File: config.mk
export PLATFORM = sky130hd
export DESIGN_NAME = rr_arbiter_hold
export DESIGN_NICKNAME = d
export VERILOG_FILES = /design/src/rtl/rr_arbiter_hold.sv
export SDC_FILE = /design/constraint.sdc
export NUM_CORES = 1
export LEC_CHECK = 0
export BUFFER_PORTS_ARGS = -buffer_cell sky130_fd_sc_hd__buf_4
export CORE_MARGIN = 2
export CORE_UTILIZATION = 51
export DETAILED_ROUTE_END_ITERATION = 8
export GPL_ROUTABILITY_DRIVEN = 0
export PLACE_DENSITY = 0.84
export SYNTH_ARGS = -nofsm -noshare
export SYNTH_HDL_FRONTEND = slang
export SYNTH_SLANG_ARGS = --single-unit
File: constraint.sdc
create_clock -name clk -period 2.39 [get_ports clk]
set_input_delay 0.1195 -clock clk [delete_from_list [all_inputs] [get_ports clk]]
set_output_delay 0.1195 -clock clk [all_outputs]
set_load 0.005 [all_outputs]
File: src/rtl/rr_arbiter_hold.sv
// Round-robin arbiter with grant hold, optional maximum hold time and zero-gap handover.
// Grant, valid, index and hold count are all taken from registered state.
module rr_arbiter_hold #(
  parameter  int NUM_REQ  = 4,
  parameter  int MAX_HOLD = 8,
  localparam int IDW      = $clog2(NUM_REQ),
  localparam int CW       = (MAX_HOLD == 0) ? 1 : $clog2(MAX_HOLD + 1)
) (
  input  logic               clk,
  input  logic               rst_n,
  input  logic [NUM_REQ-1:0] req,
  output logic [NUM_REQ-1:0] gnt,
  output logic               gnt_vld,
  output logic [IDW-1:0]     gnt_id,
  output logic [CW-1:0]      busy_cnt
);

  typedef enum logic {IDLE, OWN} state_t;

  localparam logic [CW-1:0]  HOLD_LAST = CW'((MAX_HOLD == 0) ? 0 : MAX_HOLD - 1);
  localparam logic [IDW-1:0] LAST_IDX  = IDW'(NUM_REQ - 1);

  state_t         state, state_nxt;
  logic [IDW-1:0] ptr, ptr_nxt;
  logic [IDW-1:0] id_nxt;
  logic [CW-1:0]  cnt_nxt;
  logic [IDW-1:0] after_owner;
  logic           release_own;

  // Circular search from p: lowest set bit at or above p, else lowest set bit below p.
  function automatic logic [IDW-1:0] sel(input logic [NUM_REQ-1:0] v, input logic [IDW-1:0] p);
    logic [IDW-1:0] hi, lo;
    logic           hi_hit, lo_hit;
    hi     = '0;
    lo     = '0;
    hi_hit = 1'b0;
    lo_hit = 1'b0;
    for (int unsigned j = 0; j < NUM_REQ; j++) begin
      if (v[j] && (j >= 32'(p)) && !hi_hit) begin
        hi     = IDW'(j);
        hi_hit = 1'b1;
      end
      if (v[j] && (j < 32'(p)) && !lo_hit) begin
        lo     = IDW'(j);
        lo_hit = 1'b1;
      end
    end
    return hi_hit ? hi : lo;
  endfunction

  always_ff @(posedge clk or negedge rst_n) begin
    if (!rst_n) begin
      state    <= IDLE;
      ptr      <= '0;
      gnt_id   <= '0;
      busy_cnt <= '0;
    end else begin
      state    <= state_nxt;
      ptr      <= ptr_nxt;
      gnt_id   <= id_nxt;
      busy_cnt <= cnt_nxt;
    end
  end

  always_comb begin
    after_owner = (gnt_id == LAST_IDX) ? '0 : gnt_id + 1'b1;
    release_own = !req[gnt_id] || ((MAX_HOLD != 0) && (busy_cnt == HOLD_LAST));
  end

  // Searching from the owner's successor puts a timed-out owner last in line.
  always_comb begin
    state_nxt = state;
    ptr_nxt   = ptr;
    id_nxt    = gnt_id;
    cnt_nxt   = busy_cnt;
    case (state)
      IDLE: begin
        if (|req) begin
          state_nxt = OWN;
          id_nxt    = sel(req, ptr);
          cnt_nxt   = '0;
        end
      end
      OWN: begin
        if (!release_own) begin
          if (busy_cnt != '1) cnt_nxt = busy_cnt + 1'b1;
        end else begin
          ptr_nxt = after_owner;
          cnt_nxt = '0;
          if (|req) id_nxt    = sel(req, after_owner);
          else      state_nxt = IDLE;
        end
      end
      default: state_nxt = IDLE;
    endcase
  end

  always_comb begin
    gnt     = '0;
    gnt_vld = (state == OWN);
    if (state == OWN) gnt[gnt_id] = 1'b1;
  end

endmodule

==> impl_metrics.ini <==
[sta]
rsz0062_at_grt = no
setup_tns_ns = 0
worstMarginPinSlew_ns = 0.496
hold_viol = 0
post-route-min-period_ns = 1.90
setup_slack_ns = 0.485
fin_skew_ns = 0.000480
relSlewSlack_pct = 66.6
clock.fmax_mhz = 525
fin_crit_sh_pct = 79.7
finalSetupViolCount = 0
slew_violations = 0

[final_layout]
diodes = 0
nNetsFinal = 111
final_cell_mix = buf_4, dfrtp_1, a21oi_1, ha_1
drive_gt1_share_pct = 27.8
syn_to_final_growth_pct = 23.6
final_common_cell = buf_4
post-route-util_pct = 68.2

[worst_setup_path]
r2r_cells = 3
r2r_slack_ns = 0.49
crit_chain = mux4_2 > a31oi_1 > mux2_2
crit_fanout = 8
reg2reg_from = gnt_id[0]
rr_endpoint = gnt_id[0]
arrival_ns = 2.04
max_stage_delay_ns = 0.59
crit_path_top_delay_cell = mux4_2
path_buf_inv = 0
critPathLaunchType = flop
critPathKind = flop to flop
path_delay_family = multiplexers
crit_required_ns = 2.52
end_kind = flop

[power]
leakagePower_nw = 0.415
p_per_area_nw_per_um2 = 1070
seqPwrFrac_pct = 31.7
power.switching_uw = 376
swShare_pct = 39.0
p_int_uw = 587
ir_drop_uv = 713
power_frac_clock_pct = 11.3
combPwrFrac_pct = 57.0

[yosys]
ys_seq_area_share_pct = 31.0
yosysTopAreaCell = dfrtp_1
synth.ff_latch_count = 9
synth_top_area_share_pct = 31.0
ys_top_cells_by_area = dfrtp_1, ha_1, mux2_2
syn_inst = 77
yosysUniqueCellTypes = 30
syn-cell-area_sq_um = 727
syn_area_per_cell_sq_um = 9.44
synth_nets = 90
yosys_warnings = 0

[floorplanning]
core-area_sq_um = 1320
dieArea_sq_um = 1740
start_util_pct = 55.2
rows = 13
die_h_um = 41.8
ios = 17
die_w_um = 41.8

[placement]
port_buffers = 16
place_ws_ns = 0.516
dp_hpwl_mm = 1.25

[outcome]
status = completed

[cts]
cts_tree = yes
path_clk_slew_ns = 0.05
cts.sinks = 9
postCtsSetupBuffers = 0
worstSkewPairLatency_ns = 0.25
htreeDepth = 1
cts_buffer_depth = 2
root_buffer = clkbuf_4
cts_buffers = 3

[min_path]
hold_class = primary input to flop
holdCritStartpoint = req[3]
whs_path_depth = 3
min_to = gnt_vld

[route]
drc_errors = 0
drt_wl_total_mm = 1.59
viasPerCell = 5.89
initialDrtViolationCount = 22
ant_nets = 0
drt_first_pass_iters = 4
wl_per_cell_um = 14.2
route.vias.total = 660

[grt]
grtUsageTotal_pct = 20.2
overflow = 0
grt_pass1_vias = 608
grt_max_degree = 19
grt_pass1_wl_mm = 2.68
antenna_found_initial = 0

[job]
drv_cap = 0
worst max-delay path by stage:
stage	from	depth (start not counted)	end
floorplan	gnt_id[0]	3	gnt_id[0]
global placement	gnt_id[0]	3	ptr[1]
detailed placement	gnt_id[0]	3	gnt_id[0]
CTS	gnt_id[0]	3	gnt_id[0]
global route	gnt_id[0]	3	gnt_id[0]
finish	gnt_id[0]	3	gnt_id[0]
power by group through the flow:
stage / Sequential [mW] / Combinational [mW] / Clock (mW)
6_report: 0.305 / 0.549 / 0.108
4_1_cts: 0.300 / 0.551 / 0.115
3_3_place_gp: 0.300 / 0.527 / 0
3_5_place_dp: 0.304 / 0.549 / 0
2_1_floorplan: 0.285 / 0.356 / 0
5_1_grt: 0.316 / 0.608 / 0.128
layout make-up:
class / count / area [sq um]
repair buffers: 17 / 130
multi-input cells: 62 / 479
fillers: 108 / 419
clock buffers: 4 / 26.3
well taps: 15 / 18.8
flip-flops and latches: 9 / 225
inverters: 5 / 18.8
sequential cells by signal, summed over array words and instances (netlist names):
signal    flops
ptr           2
busy_cnt      4
gnt_vld       1
gnt_id        2
layer usage:
layer | vias to the layer above | track usage (%) | part of all wire [%] | wire length [um]
met5 | - | 0 | 0 | 0
met4 | 0 | 15.5 | 4.7 | 74
met3 | 8 | 3.48 | 4.8 | 76
met2 | 22 | 26.9 | 44 | 698
met1 | 303 | 28.7 | 47 | 739
li1 | 327 | - | - | -
repair_timing:
| item | in CTS | in global routing |
|---|---|---|
| hold buffers | 1 | 0 |
| endpoints found under the hold margin | 9 | 0 |
| gates resized for setup | 0 | 0 |
kinds of logic after synthesis:
kind of cell,Yosys count,synth area share [%]
adders and majority gates,7,12.0
DFF,9,31.0
and+or+nand+nor,26,21.7
AOI/OAI and AO/OA,22,20.1
muxes,7,12.0
buffers and inverters,6,3.10
worst reg2reg max path, cell delays in order, from the launching register on:
cell and delay [ns]:
dfrtp_1 0.50, mux4_2 0.59, a31oi_1 0.33, mux2_2 0.38
synthesized netlist by cell type, drive strengths merged:
library cell,number
a2111oi,1
a21boi,2
a21oi,7
a221o,1
a31oi,2
a32o,1
a41oi,2
and2,6
and2b,1
and3,1
clkbuf,1
dfrtp,9
ha,7
inv,5
mux2,4
mux2i,2
mux4,1
nand2,1
nand2b,5
nand3,4
nand3b,1
nor2,3
nor2b,1
nor3,1
nor3b,1
nor4,1
o21a,1
o21ai,4
o32ai,1
per-stage QoR:
stage | instances | power, mW | hold slack [ns] | instance area (sq um)
6_report | 112 | 0.962 | 0.154 | 898
3_3_place_gp | 107 | 0.826 | -0.0572 | 862
2_1_floorplan | 77 | 0.641 | -0.176 | 727
5_1_grt | 112 | 1.05 | 0.163 | 898
4_1_cts | 112 | 0.967 | 0.143 | 898
3_5_place_dp | 107 | 0.853 | -0.0559 | 862
Note: power is estimated with default switching activity, not from simulation.
